**config.mk**
```make
export PLATFORM = sky130hd
export DESIGN_NAME = lcd_frame_sequencer
export DESIGN_NICKNAME = d
export VERILOG_FILES = /design/src/rtl/lcd_frame_sequencer.sv
export SDC_FILE = /design/constraint.sdc
export NUM_CORES = 1
export LEC_CHECK = 0
export BUFFER_PORTS_ARGS = -buffer_cell sky130_fd_sc_hd__buf_2
export CORE_UTILIZATION = 30
export CTS_BUF_LIST = sky130_fd_sc_hd__clkbuf_4
export CTS_CLUSTER_SIZE = 24
export DETAILED_ROUTE_END_ITERATION = 10
export GPL_TIMING_DRIVEN = 1
export PLACE_DENSITY_LB_ADDON = 0.15
export SETUP_SLACK_MARGIN = 0.3
export SYNTH_ARGS = -nofsm -noshare
export SYNTH_HDL_FRONTEND = slang
export SYNTH_SLANG_ARGS = --single-unit
```
**constraint.sdc**
```tcl
create_clock -name clk_main -period 2.88 [get_ports clk_main]
set_clock_uncertainty 0.15 [all_clocks]
set_input_delay 0.288 -clock clk_main [delete_from_list [all_inputs] [get_ports clk_main]]
set_output_delay 0.288 -clock clk_main [all_outputs]
set_load 0.02 [all_outputs]
```
**src/rtl/lcd_frame_sequencer.sv**
```systemverilog
// rtl/lcd_frame_sequencer.sv - Nokia 5110 power-up and frame-upload sequencer
// Holds the panel in reset, streams replicated source rows into screen_controller, then releases the panel.
module lcd_frame_sequencer #(
  parameter int LINES         = 84,
  parameter int ADDR_W        = 7,
  parameter int LINE_BITS     = 48,
  parameter int REP_LOG2      = 2,
  parameter int SRC_ADDR_W    = 5,
  parameter int RESET_CYCLES  = 1048576,
  parameter int SETTLE_CYCLES = 66060288,
  parameter int GAP_CYCLES    = 4096
) (
  input  logic                  clk_main,
  input  logic                  rst_n,
  input  logic                  start,
  input  logic                  continuous,
  output logic [SRC_ADDR_W-1:0] src_addr,
  input  logic [LINE_BITS-1:0]  src_data,
  output logic [ADDR_W-1:0]     ctrl_address,
  output logic [LINE_BITS-1:0]  ctrl_data,
  output logic                  ctrl_wr_en,
  output logic                  ctrl_enable,
  output logic                  lcd_rst,
  output logic                  lcd_sce,
  output logic                  busy,
  output logic                  frame_done,
  output logic [15:0]           frame_count
);
  localparam int MAX_A   = (RESET_CYCLES > SETTLE_CYCLES) ? RESET_CYCLES : SETTLE_CYCLES;
  localparam int MAX_CYC = (MAX_A > GAP_CYCLES) ? MAX_A : GAP_CYCLES;
  localparam int CW      = $clog2(MAX_CYC + 1);
  localparam int LW      = $clog2(LINES + 1);

  typedef enum logic [2:0] {IDLE, HOLD, LOAD, SETTLE, RUN} state_t;

  state_t              state, state_next;
  logic [CW-1:0]       cnt;
  logic [LW-1:0]       line;
  logic                timer_done, line_last, issue, timing;
  logic                panel_up, sce_n, cont_q, wr_q;
  logic [ADDR_W-1:0]   addr_q;

  // One shared timer serves HOLD, SETTLE and the continuous-mode gap in RUN.
  always_comb begin
    timer_done = 1'b0;
    case (state)
      HOLD:    timer_done = (cnt == CW'(RESET_CYCLES - 1));
      SETTLE:  timer_done = (cnt == CW'(SETTLE_CYCLES - 1));
      RUN:     timer_done = cont_q && (cnt == CW'(GAP_CYCLES - 1));
      default: timer_done = 1'b0;
    endcase
  end

  assign line_last = (line == LW'(LINES));
  assign issue     = (state == LOAD) && !line_last;
  assign timing    = (state == HOLD) || (state == SETTLE) || ((state == RUN) && cont_q);

  always_ff @(posedge clk_main) begin
    if (!rst_n) state <= IDLE;
    else        state <= state_next;
  end

  always_comb begin
    state_next = state;
    case (state)
      IDLE:    if (start) state_next = HOLD;
      HOLD:    if (timer_done) state_next = LOAD;
      LOAD:    if (line_last) state_next = !panel_up ? SETTLE : (continuous ? RUN : IDLE);
      SETTLE:  if (timer_done) state_next = RUN;
      RUN:     if (timer_done) state_next = LOAD;
      default: state_next = IDLE;
    endcase
  end

  // The line counter runs one step past the last line so the final write can drain.
  always_ff @(posedge clk_main) begin
    if (!rst_n) begin
      cnt         <= '0;
      line        <= '0;
      wr_q        <= 1'b0;
      addr_q      <= '0;
      frame_done  <= 1'b0;
      frame_count <= '0;
      cont_q      <= 1'b0;
      sce_n       <= 1'b1;
      panel_up    <= 1'b0;
    end else begin
      cnt        <= (timing && (state_next == state)) ? cnt + 1'b1 : '0;
      line       <= issue ? line + 1'b1 : '0;
      wr_q       <= issue;
      addr_q     <= issue ? ADDR_W'(line) : '0;
      frame_done <= (state == LOAD) && line_last;
      if ((state == LOAD) && line_last) begin
        frame_count <= frame_count + 16'd1;
        cont_q      <= continuous;
      end
      // A fresh start from IDLE runs the full power-up sequence again.
      if ((state == IDLE) && start) begin
        sce_n    <= 1'b0;
        panel_up <= 1'b0;
      end
      if ((state == SETTLE) && timer_done) panel_up <= 1'b1;
    end
  end

  always_comb begin
    busy      = (state != IDLE) && (state != RUN);
    src_addr  = issue ? SRC_ADDR_W'(line >> REP_LOG2) : '0;
    ctrl_data = wr_q ? src_data : '0;
  end

  assign ctrl_wr_en   = wr_q;
  assign ctrl_address = addr_q;
  assign lcd_rst      = panel_up;
  assign ctrl_enable  = panel_up;
  assign lcd_sce      = sce_n;
endmodule

```
Word level (Yosys, flattened, before mapping)
Cells that the tools add are included.
W data, S select, Z words.
{"block": "op_classes", "n_addsub": 3, "muxes": 12, "n_reduce_logical": 17, "eq_ne": 10}
{"op": "$mux W48", "n": 1}
{"op": "$add A26 B1 Y26 const B", "n": 1}
{"op": "$eq A26 B12 Y1 const B", "n": 1}
{"op": "$eq A26 B20 Y1 const B", "n": 1}
{"op": "$eq A26 B26 Y1 const B", "n": 1}
{"op": "$mux W3", "n": 6}
{"op": "$add A16 B1 Y16 const B", "n": 1}
{"op": "$pmux W3 S4", "n": 1}
{"op": "$logic_and A1 B1 Y1", "n": 8}
{"op": "$add A7 B1 Y7 const B", "n": 1}
{"op": "$eq A7 B7 Y1 const B", "n": 1}
{"op": "$eq A3 B2 Y1 const B", "n": 2}
{"op": "$mux W5", "n": 1}
{"op": "$reduce_and A2 Y1", "n": 2}
{"op": "$eq A3 B1 Y1 const B", "n": 1}
{"op": "$eq A3 B3 Y1", "n": 1}
{"op": "$eq A3 B3 Y1 const B", "n": 1}
{"op": "$logic_not A3 Y1", "n": 1}
{"op": "$ne A3 B3 Y1 const B", "n": 1}
{"op": "$pmux W1 S3", "n": 1}
{"op": "$reduce_bool A3 Y1", "n": 1}
{"op": "$logic_or A1 B1 Y1", "n": 2}
{"op": "$mux W1", "n": 2}
{"op": "$reduce_bool A2 Y1", "n": 1}
{"op": "2 further kinds", "n": 2}
{"block": "totals", "elab_cells": 52, "reg_bits": 64, "output_inout_bits": 82, "inputBits": 52}

Depth between registers and ports, before layout
{"block": "depth", "ltp_word": 8, "ltp_mapped": 9, "ltp_nobuf": 8}

Least setup slack after synthesis
No wires, ideal clock.
{"block": "synth_timing", "path_kind": "flip-flop to flip-flop", "from": "register cnt[21]", "to": "register cnt[23]", "slack_ns": 0.571, "required_ns": 2.615, "setup_time_ns": 0.115, "path_stages_with_launch": 8, "synth_period_minus_slack_ns": 2.309, "arrival_time_ns": 2.044, "cell_sequence": "dfxtp_1 or4_1 or3_1 a2111oi_4 or3_1 buf_6 buf_6 nor2_1"}
{"block": "synth_between", "elab_chain_len": 8, "word_cells_on_any_way": 12, "cone_classes": "add/sub: 1; eq/ne: 4; mux: 4; reduce/logical: 3"}
{"element": "start, declared", "line_no": "37", "rtl": "logic [CW-1:0] cnt;"}
{"element": "start signal, assigned", "line_no": "88", "rtl": "cnt <= (timing && (state_next == state)) ? cnt + 1'b1 : '0;"}
{"element": "$eq A26 B12 Y1", "line_no": "49", "rtl": "RUN: timer_done = cont_q && (cnt == CW'(GAP_CYCLES - 1));"}
{"element": "$logic_and A1 B1 Y1", "line_no": "49"}
{"element": "$pmux W1 S3", "line_no": "46", "rtl": "case (state)"}
{"element": "$mux W3 (on tied branches)", "line_no": "67, 70, 69"}
{"element": "$pmux W3 S4", "line_no": "65", "rtl": "case (state)"}
{"element": "$eq A3 B3 Y1", "line_no": "88"}
{"element": "$logic_and A1 B1 Y1", "line_no": "88"}
{"element": "$reduce_and A2 Y1 (no source line)"}
Parallel ways exist; a longest one is shown, timed or not.
A chain may end at the register's enable or synchronous reset.

Final worst setup path
{"block": "layout_timing", "from": "register cnt[23]", "to": "register cnt[18]"}
{"block": "layout_between", "elab_chain_len": 8, "word_cells_on_any_way": 11, "cone_classes": "eq/ne: 4; mux: 4; reduce/logical: 3"}
{"element": "$eq A26 B12 Y1", "line_no": "49"}
{"element": "$logic_and A1 B1 Y1", "line_no": "49"}
{"element": "$pmux W1 S3 (*)", "line_no": "46"}
{"element": "$mux W3 (on tied branches)", "line_no": "67, 70, 69"}
{"element": "$pmux W3 S4 (*)", "line_no": "65"}
{"element": "$eq A3 B3 Y1 (*)", "line_no": "88"}
{"element": "$logic_and A1 B1 Y1 (*)", "line_no": "88"}
{"element": "$reduce_and A2 Y1 (no source line) (*)"}
Every way passes the cells marked *; elsewhere a longest branch is shown, timed or not.

==> flow_summary.ini <==
[synthesis]
synth_top_family_by_area = simple AND/OR/NAND/NOR gates
synth_compound_area_share_pct = 3.32
yosys-top-cells-area = dfxtp_1 (40%), and2_1 (11%), nor2_1 (6.9%), xor2_1 (5.8%), xnor2_1 (5.5%)
netlist_area_mm2 = 0.00316
syn_inst = 373
ys_seq_area_share_pct = 40.5
syn_nets = 429
synth-simple-area-share_pct = 38.5
synth_xor_xnor_area_share_pct = 11.3
synthMuxAreaShare_pct = 0.633
synth_cell_types = 38
yosys.area.top_type = dfxtp_1
yosysTopAreaCellShare_pct = 40.5
synthArstFlopShare_pct = 0
synthAdderAreaFrac_pct = 1.58
synth-edff-count = 0
synth-seq-cells = 64
synth_area_per_cell_um2 = 8.48
yosys_warnings = 0
synthFlopType = dfxtp_1

[routing]
drc = 0
vias = 2900
dr.pass1.iters = 4
vias_per_cell = 4.48
drt-total-wl_um = 7580
antenna_left = 0
drt-initial-drc-count = 90
wl_per_cell_um = 11.7

[global_routing]
gr-total-overflow = 0
first_global_vias = 2783
antenna_found_initial = 0
grt_start_max_net_pins = 50
grt_pass1_wl_um = 13000
track_usage_pct = 14.6

[floorplanning]
die_width_um = 105
dieArea_mm2 = 0.0110
initial_core_util_pct = 30.8
ioPinCount = 134
rows = 37
fp.dieH_um = 105
coreArea_mm2 = 0.0103

[cells_and_area]
finalNetCount = 563
ff_latch_area_mm2 = 0.00128
final_cells = 648
multi_input_area_mm2 = 0.00175
syn_to_final_growth_pct = 30.6
fin_util_pct = 40.2
antenna_cells = 0
layout-drive-gt1-share_pct = 31.3
num-fill-cells = 1113

[worst_setup_path]
worstPathCellList = or4_1 -> or3_1 -> a2111oi_4 -> or3_1 -> buf_6 -> nor2_1
crit_arrival_ps = 2580
cp_data_required_time_ps = 3030
crit_top_cell = or3_1
critical_path_class = reg -> reg
crit_family = simple AND/OR/NAND/NOR gates
path_max_fanout = 26
cpPeakStageDelay_ps = 530
path_buf_inv = 1
cp-end-kind = flop
cp-start-kind = flop
crit_slowest_cell = or4_1

[timing]
setup_viol = 0
max_slew_margin_pct = 53.0
maxSlewViolCount = 0
fin_setup_tns_ps = 0
post-route-min-period_ps = 2430
max_clock_freq_ghz = 0.412
finalHoldViolCount = 0
max_slew.worst_pin.slew_ps = 704
rsz0062_at_grt = false
min_period_over_period_pct = 84.3
whs_ps = 321

[clocking]
clkLatencyLatePin_ps = 420
h-tree-depth = 3
cts_made_buffers = 9
root_buffer = clkbuf_4
cts.sinks = 64
clock_path_buffers = 2
clk_pin_slew_ps = 120
tritoncts = built

[place]
place_inst = 629
finalWeightedCongestion = 0.747
portBuffers = 133
post-dp-hpwl_um = 5680

[flow_run]
cap_viol_max_count = 0

[run_status]
status = completed

[power_and_ir_drop]
power_density_mw_per_mm2 = 408
power_mw = 1.68
leakage_nw = 1.85
power.ir.vdd_worst_uv = 182

[worst_hold_path]
hold_class = reg -> reg
worst paths after layout:
check | startpoint | depth (start not counted) | to | slack [ps]
setup / recovery | cnt[23] | 6 | cnt[18] | 450
setup reg to reg | cnt[23] | 6 | cnt[18] | 450
hold / removal | lcd_sce | 2 | lcd_sce | 320
hold reg to reg | lcd_sce | 2 | lcd_sce | 320
metrics by stage:
| stage | cell area, um2 | worst slack, ps |
|---|---|---|
| finish | 4130 | 453 |
| detailed placement | 3930 | 364 |
| global placement | 3930 | 395 |
| global route | 4130 | 302 |
| CTS | 4130 | 323 |
| floorplan | 3160 | 571 |
synthesized netlist by cell type, types with 7 or more instances:
library cell / count
nand3_1: 23
xor2_1: 21
and3_1: 7
xnor2_1: 20
clkbuf_1: 11
nor3_1: 13
nand2_1: 16
nor2_1: 58
and2_1: 57
inv_1: 10
nand4_1: 11
dfxtp_1: 64
or3_1: 8
worst reg2reg max path, delay by kind of cell, from the launching register on:
family / cells / cell delay, ps
flip-flops: 1 / 360
AND/OR/NAND/NOR: 4 / 1170
buffers and inverters: 1 / 210
AO/OA/AOI/OAI: 1 / 420
power breakdown:
group          switching, mW  total (mW)  internal, mW  leakage (nW)
Combinational         0.0314      0.0670        0.0357          1.25
Clock                  0.365       0.726         0.360        0.0871
Sequential           0.00367       0.892         0.888         0.516
cells in the final DEF, fill, tap and decap left out, types with 6 or more instances in the layout:
| cell type | n |
|---|---|
| and4_1 | 6 |
| dfxtp_1 | 63 |
| nor3_1 | 13 |
| inv_1 | 10 |
| nand4_1 | 11 |
| and2_1 | 57 |
| nand3_1 | 23 |
| clkbuf_4 | 9 |
| xnor2_1 | 20 |
| buf_2 | 133 |
| nand2_1 | 16 |
| or3_1 | 8 |
| o21ai_0 | 6 |
| nor2_1 | 58 |
| and3_1 | 7 |
| xor2_1 | 21 |
state kept, by name, summed over array words and instances, names as in the netlist:
| name | count |
|---|---|
| lcd_sce | 1 |
| ctrl_address | 7 |
| cont_q | 1 |
| ctrl_wr_en | 1 |
| frame_count | 16 |
| line | 7 |
| state | 3 |
| frame_done | 1 |
| cnt | 26 |
| ctrl_enable | 1 |
logic make-up after synthesis:
family / count (synthesis)
buf+inv: 26
fa+ha+maj: 4
compound gates: 15
xor+xnor: 41
flops: 64
simple gates: 221
mux: 2
layout make-up:
class | instances | share of cell area (%)
flip-flops and latches | 64 | 31.0
clock inverters | 7 | 2.48
inverters | 10 | 0.908
multi-input cells | 283 | 42.4
repair buffers | 139 | 17.5
clock buffers | 9 | 1.63
well taps | 136 | 4.12
repair_timing:
item                                   in CTS  in global routing
hold buffers                                3                  0
setup endpoints to repair                   0                 29
gates resized for setup                     0                  2
setup buffers                               0                  0
endpoints found under the hold margin       4                  0
per-layer routing:
metal	global-route usage (%)	vias up	wire length (um)
met4	5.13	0	100
met3	4.05	13	288
met1	17.6	1324	3480
met2	24.6	41	3710
li1	-	1522	-
met5	0	-	0
(Power assumes the default switching activity.)
